File: src/rtl/pc_fetch_stage_pkg.sv
// Shared definitions for the fetch stage: FSM encodings, reset defaults and PC arithmetic.
package pc_fetch_stage_pkg;

   typedef enum logic [1:0] {
      ST_BOOT    = 2'd0,
      ST_FETCH   = 2'd1,
      ST_HELD    = 2'd2,
      ST_DISCARD = 2'd3
   } fetch_state_e;

   localparam logic [31:0] RESET_PC_DEF  = 32'h0000_3000;
   localparam logic [31:0] NOP_INSTR_DEF = 32'h0000_0000;

   // Word-aligned sequential successor; wraps modulo 2^32.
   function automatic logic [31:0] seq_pc(input logic [31:0] pc);
      return pc + 32'd4;
   endfunction

   function automatic logic [31:0] align_pc(input logic [31:0] pc);
      return {pc[31:2], 2'b00};
   endfunction

endpackage

File: src/rtl/pc_fetch_stage_if_id_reg.sv
// IF/ID pipeline register: load a new instruction, insert a bubble, or hold.
module pc_fetch_stage_if_id_reg
   import pc_fetch_stage_pkg::*;
#(
   parameter logic [31:0] NOP_INSTR = NOP_INSTR_DEF
) (
   input  logic        clk,
   input  logic        rst,
   input  logic        load,
   input  logic        bubble,
   input  logic [31:0] pc_in,
   input  logic [31:0] instr_in,
   output logic        valid_o,
   output logic [31:0] pc_o,
   output logic [31:0] instr_o
);

   logic        valid_q, valid_d;
   logic [31:0] pc_q, pc_d;
   logic [31:0] instr_q, instr_d;

   // Load wins over bubble; neither means hold (stall).
   always_comb begin
      valid_d = valid_q;
      pc_d    = pc_q;
      instr_d = instr_q;
      if (load) begin
         valid_d = 1'b1;
         pc_d    = pc_in;
         instr_d = instr_in;
      end else if (bubble) begin
         valid_d = 1'b0;
         instr_d = NOP_INSTR;
      end else begin
         valid_d = valid_q;
      end
   end

   // IF/ID state register
   always_ff @(posedge clk or posedge rst) begin
      if (rst) begin
         valid_q <= 1'b0;
         pc_q    <= 32'h0000_0000;
         instr_q <= NOP_INSTR;
      end else begin
         valid_q <= valid_d;
         pc_q    <= pc_d;
         instr_q <= instr_d;
      end
   end

   assign valid_o = valid_q;
   assign pc_o    = pc_q;
   assign instr_o = instr_q;

endmodule

File: src/rtl/pc_fetch_stage.sv
// Fetch stage: owns the fetch PC, drives the IM request and fills IF/ID, absorbing IM latency,
// stalls and redirects without losing or duplicating instructions.
module pc_fetch_stage
   import pc_fetch_stage_pkg::*;
#(
   parameter logic [31:0] RESET_PC  = RESET_PC_DEF,
   parameter logic [31:0] NOP_INSTR = NOP_INSTR_DEF
) (
   input  logic        clk,
   input  logic        reset,
   input  logic [31:0] PC_Next,
   input  logic        Redirect,
   input  logic        Stall,
   output logic        IM_Req,
   output logic [31:0] IM_Addr,
   input  logic        IM_Ready,
   input  logic [31:0] IM_Rdata,
   output logic        IFID_Valid,
   output logic [31:0] IFID_PC,
   output logic [31:0] IFID_Instr
);

   fetch_state_e state_q, state_d;
   logic [31:0]  pc_f_q, pc_f_d;
   logic [31:0]  redir_pc_q, redir_pc_d;
   logic [31:0]  buf_pc_q, buf_pc_d;
   logic [31:0]  buf_instr_q, buf_instr_d;
   logic         ifid_load_s, ifid_bubble_s;
   logic [31:0]  ifid_pc_s, ifid_instr_s;
   logic [31:0]  target_s;

   assign target_s = align_pc(PC_Next);

   // Next-state and IF/ID control; Stall always dominates Redirect.
   always_comb begin
      state_d       = state_q;
      pc_f_d        = pc_f_q;
      redir_pc_d    = redir_pc_q;
      buf_pc_d      = buf_pc_q;
      buf_instr_d   = buf_instr_q;
      ifid_load_s   = 1'b0;
      ifid_bubble_s = 1'b0;
      ifid_pc_s     = pc_f_q;
      ifid_instr_s  = IM_Rdata;
      case (state_q)
         ST_BOOT: begin
            state_d = ST_FETCH;
         end
         ST_FETCH: begin
            if (IM_Ready) begin
               if (Stall) begin
                  buf_pc_d    = pc_f_q;
                  buf_instr_d = IM_Rdata;
                  state_d     = ST_HELD;
               end else if (Redirect) begin
                  ifid_bubble_s = 1'b1;
                  pc_f_d        = target_s;
               end else begin
                  ifid_load_s = 1'b1;
                  pc_f_d      = seq_pc(pc_f_q);
               end
            end else begin
               if (Stall) begin
                  state_d = ST_FETCH;
               end else if (Redirect) begin
                  redir_pc_d    = target_s;
                  ifid_bubble_s = 1'b1;
                  state_d       = ST_DISCARD;
               end else begin
                  ifid_bubble_s = 1'b1;
               end
            end
         end
         ST_HELD: begin
            if (Stall) begin
               state_d = ST_HELD;
            end else if (Redirect) begin
               ifid_bubble_s = 1'b1;
               pc_f_d        = target_s;
               state_d       = ST_FETCH;
            end else begin
               ifid_load_s  = 1'b1;
               ifid_pc_s    = buf_pc_q;
               ifid_instr_s = buf_instr_q;
               pc_f_d       = seq_pc(buf_pc_q);
               state_d      = ST_FETCH;
            end
         end
         ST_DISCARD: begin
            // The old-path request stays on the bus until it completes; only then switch address.
            ifid_bubble_s = !Stall;
            if (!Stall && Redirect) begin
               redir_pc_d = target_s;
            end else begin
               redir_pc_d = redir_pc_q;
            end
            if (IM_Ready) begin
               pc_f_d  = redir_pc_d;
               state_d = ST_FETCH;
            end else begin
               state_d = ST_DISCARD;
            end
         end
         default: begin
            state_d = ST_BOOT;
         end
      endcase
   end

   // Fetch-side state registers
   always_ff @(posedge clk or posedge reset) begin
      if (reset) begin
         state_q     <= ST_BOOT;
         pc_f_q      <= RESET_PC;
         redir_pc_q  <= 32'h0000_0000;
         buf_pc_q    <= 32'h0000_0000;
         buf_instr_q <= NOP_INSTR;
      end else begin
         state_q     <= state_d;
         pc_f_q      <= pc_f_d;
         redir_pc_q  <= redir_pc_d;
         buf_pc_q    <= buf_pc_d;
         buf_instr_q <= buf_instr_d;
      end
   end

   assign IM_Req  = (state_q == ST_FETCH) || (state_q == ST_DISCARD);
   assign IM_Addr = pc_f_q;

   pc_fetch_stage_if_id_reg #(
      .NOP_INSTR(NOP_INSTR)
   ) u_if_id_reg (
      .clk      (clk),
      .rst      (reset),
      .load     (ifid_load_s),
      .bubble   (ifid_bubble_s),
      .pc_in    (ifid_pc_s),
      .instr_in (ifid_instr_s),
      .valid_o  (IFID_Valid),
      .pc_o     (IFID_PC),
      .instr_o  (IFID_Instr)
   );

endmodule

File: config.mk
export PLATFORM = sky130hd
export DESIGN_NAME = pc_fetch_stage
export DESIGN_NICKNAME = d
export VERILOG_FILES = /design/src/rtl/pc_fetch_stage_pkg.sv /design/src/rtl/pc_fetch_stage_if_id_reg.sv /design/src/rtl/pc_fetch_stage.sv
export SDC_FILE = /design/constraint.sdc
export NUM_CORES = 1
export LEC_CHECK = 0
export ABC_AREA = 1
export ABC_CLOCK_PERIOD_IN_PS = 9400
export CAP_MARGIN = 20
export CELL_PAD_IN_SITES_DETAIL_PLACEMENT = 0
export CELL_PAD_IN_SITES_GLOBAL_PLACEMENT = 1
export CORE_MARGIN = 2
export CORE_UTILIZATION = 41
export CTS_BUF_LIST = sky130_fd_sc_hd__clkbuf_2 sky130_fd_sc_hd__clkbuf_4 sky130_fd_sc_hd__clkbuf_8
export DETAILED_ROUTE_END_ITERATION = 8
export MAX_ROUTING_LAYER = met4
export PLACE_DENSITY = 0.88
export SLEW_MARGIN = 20
export SYNTH_ARGS = -nofsm -noshare
export SYNTH_HDL_FRONTEND = slang
export SYNTH_SLANG_ARGS = --single-unit
File: constraint.sdc
create_clock -name clk -period 9.4 [get_ports clk]
set_input_delay 2.82 -clock clk [delete_from_list [all_inputs] [get_ports clk]]
set_output_delay 2.82 -clock clk [all_outputs]
set_load 0.005 [all_outputs]
==> summary.md <==
The run gives 1421 as the synthesized instance count. The placeable core area came out at 0.0262 sq mm. The endpoint arrival time on the critical path came out at 5.43 ns.

The startpoint identified for the worst register-to-register timing path is state_q[0]$_DFFE_PP0P_. Once the clock tree was built, the resizer swapped 0 gates to a different size. The overall routing resource usage is 0.250. Kind of launch point of the worst setup path: an input port. Summed over all nets, the half-perimeter wirelength after detailed placement is 23700 um. For hold timing, the worst endpoint is u_if_id_reg.valid_o$_DFFE_PP0P_.

The number of cell instances on the worst register-to-register path was 7; the detailed-route DRC error count was 0. In this run the core area contains 59 standard-cell rows. Entering global routing, the biggest net connects 125 pins. By area the synthesized netlist is led by sky130_fd_sc_hd__dfrtp_1 (44%), sky130_fd_sc_hd__nand2_1 (14%), sky130_fd_sc_hd__mux2_2 (5.8%). The sequential element share of the synthesized area is 0.444.

In the layout the commonest cells are sky130_fd_sc_hd__nand2_1 (414), sky130_fd_sc_hd__dfrtp_1 (193), sky130_fd_sc_hd__clkdlybuf4s50_1 (164). Before antenna repair, the detailed router went through 6 iterations. The final layout contains 1620 nets. The via count normalized by instance count is 5.36.

The remaining number of nets flagged by the antenna check after routing was 0; the worst-skew pair later-pin latency was 0.51 ns. The run gives 42 as the count of different cell masters after synthesis. Total power for the finished layout comes to 0.00415 W. For the number of setup violations in the final report, the log shows 0. At the end of routability-driven placement, the weighted congestion stood at 0.901. Synthesis produced a netlist with a net count of 1497.

The total length of routed wires was 33800 um; the number of warnings printed during yosys synthesis was 0. Count of clock tree sinks: 195. The startpoint of the most critical hold path is u_if_id_reg.valid_o$_DFFE_PP0P_. The tree is rooted in a sky130_fd_sc_hd__clkbuf_8. Leaving out fill and tap cells, the most frequent cell in the layout is sky130_fd_sc_hd__nand2_1. The number of global-route vias before repair was 9388; the diode insertion count for antenna repair was 0.

TritonCTS built the clock tree. The critical path in this run is classified as input port to flip-flop. For this design, the CTS-stage hold fixing added 0 buffers. The first global-routing pass estimated 53700 um of wire.

Averaged over all synthesized cells, the footprint is 7.74 sq um. The classification of the worst-slack hold path is flip-flop to flip-flop. The cell area after synthesis was 0.0110 sq mm. The max-slew headroom at the worst pin was 0.348; the number of cells on the worst hold path was 2. The tools report the final-report hold violation count as 0.

The worst clock skew was 0.0188 ns; the setup slack of the worst register-to-register path was 6.39 ns. The H-tree was split into 4 levels. The routed design could run at a clock period as short as 5.08 ns. The proportion of netlist area held by the largest area contributor is 0.439. The endpoint identified for the worst register-to-register timing path is u_if_id_reg.pc_o[15]$_DFFE_PP0P_. The buffers inserted during post-CTS setup optimization is 0. The worst ir drop on vdd is 0.117 mV, and the routed wire length per instance is 17.9 um.

The finished cells cover 0.0133 sq mm. The worst-margin pin slew is 0.979 ns. For this design the ratio of total power to cell area is 312 mW/mm^2. For this block, the initial DRC count from the detailed router was 1036. The max-slew violation total from the final report is 0. The area growth from synthesis to layout is 21.0%. The top fanout value on the critical path came out at 64.

After routing, the total negative slack on setup checks comes to 0 ns. For the number of vias in the routed layout, the log shows 10100. After detailed placement, the total cell area comes to 0.0128 sq mm. The flow ran to the end, and the final reports show no timing, DRC or antenna violations. The static power due to leakage was 6.16 nW; the total die area was 0.0282 sq mm. In this run the vertical extent of the chip is 168 um. Total congestion overflow after global routing: 0. The tools report the endpoint class of the critical path as a flip-flop. The initial core utilization was 0.420. No sink is reached through more buffers than the 2 on the longest clock path.

The overall die width came out at 168 um. The number of clock buffers inserted by TritonCTS came out at 17. Of all cell types, the one taking the most synthesized area is sky130_fd_sc_hd__dfrtp_1. For the worst setup path, the data required time is 9.75 ns. During I/O placement, the number of pins put on the boundary was 167. The count of maximum capacitance violations came out at 0. Number of synthesized register bits: 195. The final critical-path share of the clock period works out to 0.540. The number of buffers inserted by port buffering was 164. The CTS clock-pin slew for the worst setup and hold paths is 0.14 ns, and the peak clock frequency supported by timing is 197 MHz.

The fraction of final layout cells sized beyond drive strength 1 was 0.105. The tools report the number of antenna violations at the first check in global routing as 0. Setup repair after global routing left no endpoint under its margin.
[per-layer routing]
layer / vias to the layer above / track usage / share of wire
met1: 4825 / 0.383 / 0.49
li1: 4916 / - / -
met3: 35 / 0.0322 / 0.066
met5: - / - / 0
met4: 0 / 0.0571 / 0.016
met2: 371 / 0.350 / 0.42
[registers in the layout, indices dropped and copies added, names as in the netlist]
signal               count
IM_Addr                 32
buf_instr_q             32
buf_pc_q                32
redir_pc_q              32
state_q                  2
u_if_id_reg.instr_o     32
u_if_id_reg.pc_o        32
u_if_id_reg.valid_o      1
[critical path, cell delays in order]
cell	delay [ns]
sky130_fd_sc_hd__clkdlybuf4s50_1	0.75
sky130_fd_sc_hd__nor2_4	0.19
sky130_fd_sc_hd__buf_4	0.46
sky130_fd_sc_hd__nand2_4	0.51
sky130_fd_sc_hd__buf_4	0.41
sky130_fd_sc_hd__a21oi_1	0.18
sky130_fd_sc_hd__a22oi_1	0.08
[area by class of cell]
cell class,count,area [sq um]
Tap cell,335,419
Sequential cell,195,4880
Fill cell,2513,12900
Timing Repair Buffer,174,1720
Multi-Input combinational cell,1029,5320
Clock inverter,15,245
Clock buffer,17,234
Inverter,127,488
[synth_stat cells, drive strengths merged]
cell / number
nand2: 430
dfrtp: 193
nor2: 151
inv: 126
nand3: 105
o21ai: 105
a21oi: 83
mux2: 57
buf: 48
o31ai: 33
clkbuf: 22
a221oi: 16
a22oi: 16
o211ai: 9
ha: 7
xor2: 4
nor3: 3
dfstp: 2
o2111ai: 2
a31oi: 1
a41oi: 1
clkinv: 1
nand4: 1
o22ai: 1
o2bb2ai: 1
o311ai: 1
or2: 1
xnor2: 1
[where the power goes]
part	total (W)	switching [W]	leakage [nW]	internal, W
registers	0.00161	0.000389	2.38	0.00122
logic	0.00191	0.00107	3.54	0.000842
clock network	0.000634	0.000407	0.236	0.000227
[per-stage QoR]
stage          utilization  hold slack [ns]  std cells  setup WS [ns]
2_1_floorplan            -            0.449       1421           1.27
3_3_place_gp         0.489            0.454       1860           3.45
3_5_place_dp         0.489            0.458       1860           3.43
4_1_cts              0.508            0.492       1892           3.97
5_1_grt              0.508            0.509       1892           4.11
6_report             0.508            0.487       1892           4.32
[how the worst max path moves through the flow]
| stage | slack (ns) | from | to | cells after the start |
|---|---|---|---|---|
| after floorplan | 1.27 | reset | IM_Addr[0]$_DFFE_PP0P_ | 1 |
| after global placement | 3.45 | Stall | u_if_id_reg.pc_o[23]$_DFFE_PP0P_ | 6 |
| after detailed placement | 3.43 | Stall | u_if_id_reg.pc_o[3]$_DFFE_PP0P_ | 7 |
| after CTS | 3.97 | Stall | u_if_id_reg.pc_o[15]$_DFFE_PP0P_ | 7 |
| after global routing | 4.11 | Redirect | redir_pc_q[22]$_DFFE_PP0P_ | 10 |
| final | 4.32 | Stall | u_if_id_reg.pc_o[15]$_DFFE_PP0P_ | 7 |
[logic make-up (layout without fill, tap and decap cells)]
group | count (synthesis) | after routing | share of synthesized area
AO/OA/AOI/OAI | 269 | 269 | 0.144
XOR/XNOR | 5 | 5 | 0.00398
adder cells (fa/ha/maj) | 7 | 7 | 0.00796
buffers and inverters | 197 | 333 | 0.0744
flip-flops | 195 | 195 | 0.444
multiplexers | 57 | 57 | 0.0583
AND/OR/NAND/NOR | 691 | 691 | 0.268
Power figures use the tool's default switching activity.
